==> src/rtl/decode_hazard_scoreboard_pkg.sv <==
// Shared types for the decode hazard scoreboard: register address, latency class
// and the counter value that marks an outstanding divide.
package decode_hazard_scoreboard_pkg;

  typedef logic [4:0] creg_addr_t;

  typedef enum logic [1:0] {
    LAT_ALU  = 2'd0,
    LAT_LOAD = 2'd1,
    LAT_MUL  = 2'd2,
    LAT_DIV  = 2'd3
  } lat_class_t;

  // Counter value meaning "waiting on the divider"; only div_done clears it.
  localparam logic [2:0] CNT_DIV_SENTINEL = 3'd7;

endpackage

==> src/rtl/decode_hazard_scoreboard_cnt_cell.sv <==
// One register's cycles-until-forwardable counter: load on issue, clear on
// divide completion, otherwise count down unless the backend is frozen.
module hazard_cnt_cell
  import decode_hazard_scoreboard_pkg::*;
(
  input  logic       clk,
  input  logic       reset,
  input  logic       hold,
  input  logic       load,
  input  logic [2:0] load_val,
  input  logic       clear,
  output logic [2:0] cnt
);

  // A new issue beats a same-edge divide clear so the newest producer wins.
  always_ff @(posedge clk) begin
    if (reset) begin
      cnt <= 3'd0;
    end else if (load) begin
      cnt <= load_val;
    end else if (clear) begin
      cnt <= 3'd0;
    end else if (!hold && cnt != 3'd0 && cnt != CNT_DIV_SENTINEL) begin
      cnt <= cnt - 3'd1;
    end
  end

endmodule

==> src/rtl/decode_hazard_scoreboard.sv <==
// Decode-stage hazard controller: stalls decode until every used source is on the
// forward bus; optional stall statistics when HAZARD_STATS_EN is defined.
module decode_hazard_scoreboard
  import decode_hazard_scoreboard_pkg::*;
#(
  parameter int LOAD_LAT = 1,
  parameter int MUL_LAT  = 2,
  parameter int NREG     = 32
) (
  input  logic        clk,
  input  logic        reset,
  input  logic        id_valid,
  input  logic        id_use1,
  input  logic [4:0]  id_src1,
  input  logic        id_use2,
  input  logic [4:0]  id_src2,
  input  logic        id_wen,
  input  logic [4:0]  id_dst,
  input  logic [1:0]  id_lat,
  input  logic        pipe_hold,
  input  logic        id_flush,
  input  logic        div_done,
  output logic        id_stall,
  output logic        id_issue,
  output logic        div_busy
`ifdef HAZARD_STATS_EN
  ,
  output logic [31:0] stall_cycles
`endif
);

  logic [2:0] cnt [32];
  creg_addr_t div_dst;
  lat_class_t lat;
  logic [2:0] issue_val;
  logic       haz;
  logic       wr_en;
  logic       div_clr;

  assign lat     = lat_class_t'(id_lat);
  assign div_clr = div_done & div_busy;
  assign wr_en   = id_issue & id_wen & (id_dst != 5'd0);

  always_comb begin
    issue_val = 3'd0;
    case (lat)
      LAT_ALU:  issue_val = 3'd0;
      LAT_LOAD: issue_val = 3'(LOAD_LAT);
      LAT_MUL:  issue_val = 3'(MUL_LAT);
      LAT_DIV:  issue_val = CNT_DIV_SENTINEL;
      default:  issue_val = 3'd0;
    endcase
  end

  assign cnt[0] = 3'd0;

  for (genvar r = 1; r < 32; r++) begin : g_cell
    if (r < NREG) begin : g_tracked
      hazard_cnt_cell u_cell (
        .clk      (clk),
        .reset    (reset),
        .hold     (pipe_hold),
        .load     (wr_en && id_dst == 5'(r)),
        .load_val (issue_val),
        .clear    (div_clr && div_dst == 5'(r)),
        .cnt      (cnt[r])
      );
    end else begin : g_untracked
      assign cnt[r] = 3'd0;
    end
  end

  // A divide issue is only blocked by an older divide that is not finishing this cycle.
  always_comb begin
    haz = 1'b0;
    if (id_use1 && id_src1 != 5'd0 && cnt[id_src1] != 3'd0) haz = 1'b1;
    if (id_use2 && id_src2 != 5'd0 && cnt[id_src2] != 3'd0) haz = 1'b1;
    if (id_wen && id_dst == div_dst && div_busy)             haz = 1'b1;
    if (lat == LAT_DIV && div_busy && !div_done)             haz = 1'b1;
  end

  assign id_stall = id_valid & ~id_flush & (haz | pipe_hold);
  assign id_issue = id_valid & ~id_flush & ~haz & ~pipe_hold;

  always_ff @(posedge clk) begin
    if (reset) begin
      div_busy <= 1'b0;
      div_dst  <= 5'd0;
    end else begin
      if (div_clr) div_busy <= 1'b0;
      if (wr_en && lat == LAT_DIV) begin
        div_busy <= 1'b1;
        div_dst  <= id_dst;
      end
    end
  end

`ifdef HAZARD_STATS_EN
  always_ff @(posedge clk) begin
    if (reset) begin
      stall_cycles <= 32'd0;
    end else if (id_stall && !pipe_hold && stall_cycles != 32'hFFFF_FFFF) begin
      stall_cycles <= stall_cycles + 32'd1;
    end
  end
`endif

endmodule

==> config.mk <==
export PLATFORM = sky130hd
export DESIGN_NAME = decode_hazard_scoreboard
export DESIGN_NICKNAME = d
export VERILOG_FILES = /design/src/rtl/decode_hazard_scoreboard_pkg.sv /design/src/rtl/decode_hazard_scoreboard_cnt_cell.sv /design/src/rtl/decode_hazard_scoreboard.sv
export SDC_FILE = /design/constraint.sdc
export NUM_CORES = 1
export LEC_CHECK = 0
export ABC_AREA = 1
export CAP_MARGIN = 10
export CORE_UTILIZATION = 64
export CTS_BUF_LIST = sky130_fd_sc_hd__clkbuf_8 sky130_fd_sc_hd__clkbuf_16
export CTS_CLUSTER_DIAMETER = 30
export DETAILED_ROUTE_END_ITERATION = 8
export HOLD_SLACK_MARGIN = 0.02
export PLACE_DENSITY = 0.82
export SLEW_MARGIN = 5
export SYNTH_ARGS = -nofsm -noshare
export SYNTH_HDL_FRONTEND = slang
export SYNTH_SLANG_ARGS = --single-unit
==> constraint.sdc <==
create_clock -name clk -period 2.8 [get_ports clk]
set_input_delay 0.42 -clock clk [delete_from_list [all_inputs] [get_ports clk]]
set_output_delay 0.42 -clock clk [all_outputs]
set_load 0.01 [all_outputs]
* Word-level counts from Yosys, hierarchy flattened
Cells that the tools add are included.
** Word-level totals
- Flip-flop bits (word level) :: 99
- Word-level logic and storage cells :: 486
- Memories kept :: 0
- Latch bits :: 0
- Bits in read-only memories :: 0
- RAM bits :: 0
** Cells by class
- $mul :: 0
- Equal/unequal tests :: 97
- Multiplexer cells :: 106
- Reduce and logical (&&, ||, !) cells :: 204
- Divide/modulo/power cells :: 0
- Bitwise logic cells :: 13
- Order comparisons :: 2
- Shifts and indexed selects :: 0
- $add $sub $neg :: 31
** Operator list (number)
- 2-to-1 mux 3 bit :: 97
- nonzero test 3 bit :: 64
- equality test 5 bit (second input constant) :: 32
- logical AND 1 bit :: 133
- inequality test 3 bit (second input constant) :: 31
- subtractor 3 x 1 -> 3 bit (second input constant) :: 31
- equality test 5 x 4 -> 1 bit (second input constant) :: 16
- equality test 5 x 3 -> 1 bit (second input constant) :: 8
- binary-select mux 3 bit (select 5 bit) :: 2
- equality test 5 x 2 -> 1 bit (second input constant) :: 4
- nonzero test 5 bit :: 3
- greater-or-equal comparator 6 bit (second input constant) :: 2
- inverter 5 -> 6 bit :: 2
- one-hot mux 3 bit (4 select lines) :: 1
- equality test 5 x 1 -> 1 bit (second input constant) :: 2
- AND 1 bit :: 7
- 2-to-1 mux 1 bit :: 6
- equality test 5 bit :: 1
- equality test 2 bit (second input constant) :: 2
- inverter 1 bit :: 3
- equality test 2 x 1 -> 1 bit (second input constant) :: 1
- zero test 1 bit :: 2
- zero test 2 bit :: 1
- nonzero test 2 bit :: 1
- OR 1 bit :: 1

* Depth between registers and ports, before layout
Gate-level depths: netlist of run 1.
- Depth in word-level cells :: 17
- Mapped depth :: 20
- Gate-level depth less buffers :: 19

* Modules after synthesis
A second synthesis of run 1 with hierarchy kept.
** Second synthesis, totals
- Cells, all modules :: 1762
- Area total of the unflattened synthesis :: 9808.2 um^2
** By module, submodules not included
- hazard_cnt_cell :: area an instance 245.2 um^2, instances 31, seq. area each 60.1 um^2, cells an instance 41
- decode_hazard_scoreboard :: area an instance 2205.9 um^2, instances 1, seq. area each 120.1 um^2, cells an instance 491

* Worst setup path before layout of run 1
OpenSTA, ideal clock, no wires.
- Path type :: in2out
- Start :: in id_src2[0]
- End :: out id_stall
- Stages on the path :: 13
- Arrival :: 1.962 ns
- Slack :: 0.418 ns
- Buffers on the path :: 3
- Required time :: 2.380 ns
- Cells stage by stage :: buf_4 > nor2_2 > a21boi_0 > nor2_1 > nand2_1 > nand3_1 > nand2_1 > nand2_1 > nor2_1 > nor2_2 > buf_6 > buf_8 > nor3_1
** Between the ends
- Word-level cells in the longest chain between the ends :: 11
** Ends and longest elaborated chain
- from (decl) :: RTL line decode_hazard_scoreboard.sv:16 : input logic [4:0] id_src2,
- inverter 5 -> 6 bit (implied by the code) :: RTL line decode_hazard_scoreboard.sv:77 : if (id_use2 && id_src2 != 5'd0 && cnt[id_src2] != 3'd0) haz = 1'b1;
- binary-select mux 3 bit (select 5 bit) :: RTL line decode_hazard_scoreboard.sv:77
- 2-to-1 mux 3 bit (implied by the code) (2 in a row) :: RTL line decode_hazard_scoreboard.sv:77
- nonzero test 3 bit :: RTL line decode_hazard_scoreboard.sv:77
- logical AND 1 bit (*) :: RTL line decode_hazard_scoreboard.sv:77
- 2-to-1 mux 1 bit (*) :: RTL line decode_hazard_scoreboard.sv:77
- 2-to-1 mux 1 bit (*) :: RTL line decode_hazard_scoreboard.sv:78 : if (id_wen && id_dst == div_dst && div_busy) haz = 1'b1;
- 2-to-1 mux 1 bit (*) :: RTL line decode_hazard_scoreboard.sv:79 : if (lat == LAT_DIV && div_busy && !div_done) haz = 1'b1;
- OR 1 bit (*) :: RTL line decode_hazard_scoreboard.sv:82 : assign id_stall = id_valid & ~id_flush & (haz | pipe_hold);
- AND 1 bit (*) :: RTL line decode_hazard_scoreboard.sv:82
- to (decl) :: RTL line decode_hazard_scoreboard.sv:23 : output logic id_stall,
Every way passes the cells marked *; elsewhere a longest branch is shown, timed or not. The select of a mux whose other input is x is not followed.

* Worst setup path in the final report of run 1
- Start :: reg g_cell[7].g_tracked.u_cell.cnt[0]
- End :: reg g_cell[11].g_tracked.u_cell.cnt[1]
** Between the ends
- Word-level cells in the longest chain between the ends :: 16
** Ends and longest elaborated chain
- from (decl) :: RTL line decode_hazard_scoreboard_cnt_cell.sv:12 : output logic [2:0] cnt
- from (signal assigned) :: RTL line decode_hazard_scoreboard_cnt_cell.sv:20 : cnt <= load_val;
- from (signal assigned) :: RTL line decode_hazard_scoreboard_cnt_cell.sv:24 : cnt <= cnt - 3'd1;
- binary-select mux 3 bit (select 5 bit) :: RTL line decode_hazard_scoreboard.sv:76 : if (id_use1 && id_src1 != 5'd0 && cnt[id_src1] != 3'd0) haz = 1'b1;
- 2-to-1 mux 3 bit (implied by the code) (2 in a row) :: RTL line decode_hazard_scoreboard.sv:76
- nonzero test 3 bit :: RTL line decode_hazard_scoreboard.sv:76
- logical AND 1 bit :: RTL line decode_hazard_scoreboard.sv:76
- 2-to-1 mux 1 bit :: RTL line decode_hazard_scoreboard.sv:76
- 2-to-1 mux 1 bit (*) :: RTL line decode_hazard_scoreboard.sv:77
- 2-to-1 mux 1 bit (*) :: RTL line decode_hazard_scoreboard.sv:78
- 2-to-1 mux 1 bit (*) :: RTL line decode_hazard_scoreboard.sv:79
- inverter 1 bit (*) :: RTL line decode_hazard_scoreboard.sv:83 : assign id_issue = id_valid & ~id_flush & ~haz & ~pipe_hold;
- AND 1 bit (*) (2 in a row) :: RTL line decode_hazard_scoreboard.sv:83
- AND 1 bit (*) (2 in a row) :: RTL line decode_hazard_scoreboard.sv:42 : assign wr_en = id_issue & id_wen & (id_dst != 5'd0);
- logical AND 1 bit (*) :: RTL line decode_hazard_scoreboard.sv:63 : .load (wr_en && id_dst == 5'(r)),
- nonzero test 3 bit (no source line) or 2-to-1 mux 3 bit (tied branches)
- to (signal assigned) :: RTL line decode_hazard_scoreboard_cnt_cell.sv:20
- to (signal assigned) :: RTL line decode_hazard_scoreboard_cnt_cell.sv:24
- to (decl) :: RTL line decode_hazard_scoreboard_cnt_cell.sv:12
Marked as above.
A chain may end at the register's enable or synchronous reset.

==> impl_metrics.toml, run 1 <==
[pwr]
p_per_area_nw_per_um2 = 703
max-vdd-ir-drop_v = 0.000465
p_leak_nw = 6.19

[grt]
grt_usage_pct = 41.7
antenna_found_initial = 0
busiest_layer = "met2"
met2_usage_pct = 66.4
grt_pass1_vias = 10600
grt_use_met1_pct = 53.3
grt_pass1_wl_mm = 52.4
use_met3_pct = 9.11
grt_max_degree = 43
grt-ovfl-total = 0

[die]
num_rows = 45
core_um2 = 15100
ios = 29
die_w_um = 126
die_h_um = 126
initial_core_util_pct = 65.3
die_area_um2 = 16000

[place]
io_buffers = 28
dpl.hpwl_mm = 25.1
gp_congestion = 1.04

[status]
status = "complete, no violations"

[sta]
finalSetupViolCount = 0
fmax_ghz = 0.373
slew_headroom_pct = 60.3
skew_ns = 0.00774
post-route-min-period_ns = 2.68
hold_viol = 0
worstMarginPinSlew_ns = 0.590
slew_viol_final = 0
setup_tns_ns = 0
period_share_pct = 95.8

[finish]
antenna_cells = 0
drive_above_1_share_pct = 11.5
utilization_pct = 77.8
fillers = 1220
areaGrowthSynthToFinish_pct = 19.1
nets = 1909

[critical_path]
cp.arrival_ns = 2.94
critPathCaptureType = "register"
critical_path_required_ns = 3.06
path_class = "reg2reg"
worst_setup_path_start_kind = "register"
rrSetupSlack_ns = 0.12
worstPathMaxFanout = 7

[synthesis]
yosysWarnings = 0
synth_fp_nets = 1805
syn_area_um2 = 9900
ys_seq_area_share_pct = 20.0
syn_area_per_cell_um2 = 5.87
ys_ff_latch = 99
synth_cell_types = 34
syn_inst = 1686

[flow_run]
maxCapViolCount = 0

[drt]
drtPass1Iterations = 8
avgViaCountPerCell = 5.77
vias = 11400
wire_per_inst_um = 16.9
first_iter_violations = 1598
antenna_left = 0
drt-total-wl_mm = 33.5
drc = 0

[clock_tree]
cts.path.max_buffers = 2
clock_latency_ns = 0.37
cts_tree = "done"
cts_buffers = 9
cts-root-buf = "clkbuf_16"
htree_levels = 3
clk_pin_slew_ns = 0.07
cts.sinks = 99

[hold_path]
hp-class = "reg2reg"
## layer usage
layer / up-vias / wire length (um)
li1: 5539 / -
met1: 5117 / 13400
met2: 654 / 14700
met3: 125 / 3830
met4: 0 / 1600
met5: - / 0
## registers in the layout, indices dropped and copies added (netlist names)
signal / count
g_cell.g_tracked.u_cell.cnt: 93
div_busy: 1
div_dst: 5
## final cells by class
| type | instances | area (um^2) | share of cell area (%) |
|---|---|---|---|
| Clock buffer | 10 | 239 | 2.03 |
| Clock inverter | 5 | 77.6 | 0.658 |
| Multi-Input combinational cell | 1277 | 6970 | 59.2 |
| Sequential cell | 99 | 1980 | 16.8 |
| Inverter | 265 | 1000 | 8.50 |
| Timing Repair Buffer | 138 | 1280 | 10.8 |
| Tap cell | 188 | 235 | 2.00 |
## power by group
group	leakage [nW]	total, mW	internal (mW)	switching [mW]
Sequential	0.814	2.29	1.84	0.447
Combinational	5.21	4.58	1.82	2.76
Clock	0.160	1.41	0.803	0.611
## Yosys cell counts
| cell | number | area (um^2) |
|---|---|---|
| a21boi_0 | 3 | 22.5 |
| a21oi_1 | 74 | 370 |
| a31o_2 | 1 | 8.76 |
| a31oi_1 | 12 | 75.1 |
| buf_1 | 3 | 11.3 |
| buf_2 | 7 | 35.0 |
| buf_4 | 5 | 37.5 |
| buf_6 | 4 | 45.0 |
| buf_8 | 1 | 15.0 |
| clkbuf_1 | 26 | 97.6 |
| clkinv_1 | 3 | 11.3 |
| dfxtp_1 | 99 | 1980 |
| ha_1 | 93 | 1160 |
| inv_1 | 260 | 976 |
| inv_2 | 1 | 3.75 |
| inv_4 | 1 | 6.26 |
| nand2_1 | 411 | 1540 |
| nand3_1 | 194 | 971 |
| nand4_1 | 6 | 37.5 |
| nand4_2 | 19 | 238 |
| nand4_4 | 7 | 149 |
| nor2_1 | 273 | 1020 |
| nor2_2 | 4 | 25.0 |
| nor2_4 | 2 | 22.5 |
| nor2_8 | 1 | 20.0 |
| nor3_1 | 9 | 45.0 |
| o211ai_1 | 1 | 7.51 |
| o21ai_0 | 122 | 611 |
| o21ai_1 | 8 | 40.0 |
| o22ai_1 | 3 | 18.8 |
| o41ai_1 | 1 | 8.76 |
| or2_2 | 2 | 12.5 |
| xnor2_1 | 9 | 78.8 |
| xor2_1 | 21 | 184 |
## final timing paths
| check | end | startpoint | cells after the start |
|---|---|---|---|
| worst max-delay path | g_cell[11].g_tracked.u_cell.cnt[1] | g_cell[7].g_tracked.u_cell.cnt[0] | 18 |
| worst min-delay path | g_cell[15].g_tracked.u_cell.cnt[2] | g_cell[15].g_tracked.u_cell.cnt[2] | 2 |
| worst max register to register | g_cell[11].g_tracked.u_cell.cnt[1] | g_cell[7].g_tracked.u_cell.cnt[0] | 18 |
| worst min register to register | g_cell[15].g_tracked.u_cell.cnt[2] | g_cell[15].g_tracked.u_cell.cnt[2] | 2 |
## cell usage in the layout (no fill, tap or decap), types with 7 or more instances in the layout
cell and instances:
xor2_1 21, clkdlybuf4s50_1 22, nand2_1 393, clkbuf_16 10
a21oi_1 73, o21ai_1 13, ha_1 93, buf_6 13
dfxtp_1 99, nor2_2 8, buf_12 9, nand3_1 188
nor2_1 264, nand2_2 15, nor3_1 7, a31oi_1 12
nand4_4 22, inv_1 260, o21ai_0 116, nor2_4 8
buf_4 86, xnor2_1 9
## cells by family (layout without fill, tap and decap cells)
| family | after synthesis | in the layout | synth area share (%) |
|---|---|---|---|
| simple gates | 928 | 929 | 41.3 |
| buf+inv | 311 | 418 | 12.5 |
| compound gates | 225 | 225 | 11.7 |
| flops | 99 | 99 | 20.0 |
| fa+ha+maj | 93 | 93 | 11.8 |
| xor+xnor | 30 | 30 | 2.65 |
## worst max-delay path, cell delays in order, from the launching register on
cell and delay [ns]:
dfxtp_1 0.33, nor2_1 0.32, nand2_1 0.17, nand2_1 0.09
nand3_1 0.06, nor2_1 0.10, nor2_1 0.05, nor2_1 0.08
nand2_1 0.10, nand2_2 0.10, nor2_4 0.05, nor2_4 0.20
buf_8 0.18, buf_12 0.14, nand4_4 0.16, nand2_4 0.15
o21ai_2 0.06, nor2_1 0.15, nor2_1 0.05
## per-stage QoR
step	worst slack, ns	instances	power [mW]	hold WS, ns	cell area, um^2
after floorplan	0.418	1686	5.41	0.489	9900
after global placement	-0.519	1956	6.44	0.512	11000
after detailed placement	-0.569	1956	6.56	0.518	11000
after CTS	-0.0482	1973	8.01	0.528	11400
after global routing	-0.0140	1982	8.97	0.558	11800
final	0.119	1982	8.29	0.528	11800
## timing repair
item                                    4_1_cts  5_1_grt
setup buffers                                 2        7
gates cloned                                  0        2
endpoints found under the setup margin       64      101
resized for setup                            25       78
pin swaps                                     8       23
hold buffers                                  0        0
Note: power is estimated with default switching activity, not from simulation.
==> inputs of run 2 (changes only) <==
- HOLD_SLACK_MARGIN: 0.02 -> 0.12
==> results of run 2 <==
Same layout as run 1: the final DEF is identical, and so are final timing and power.
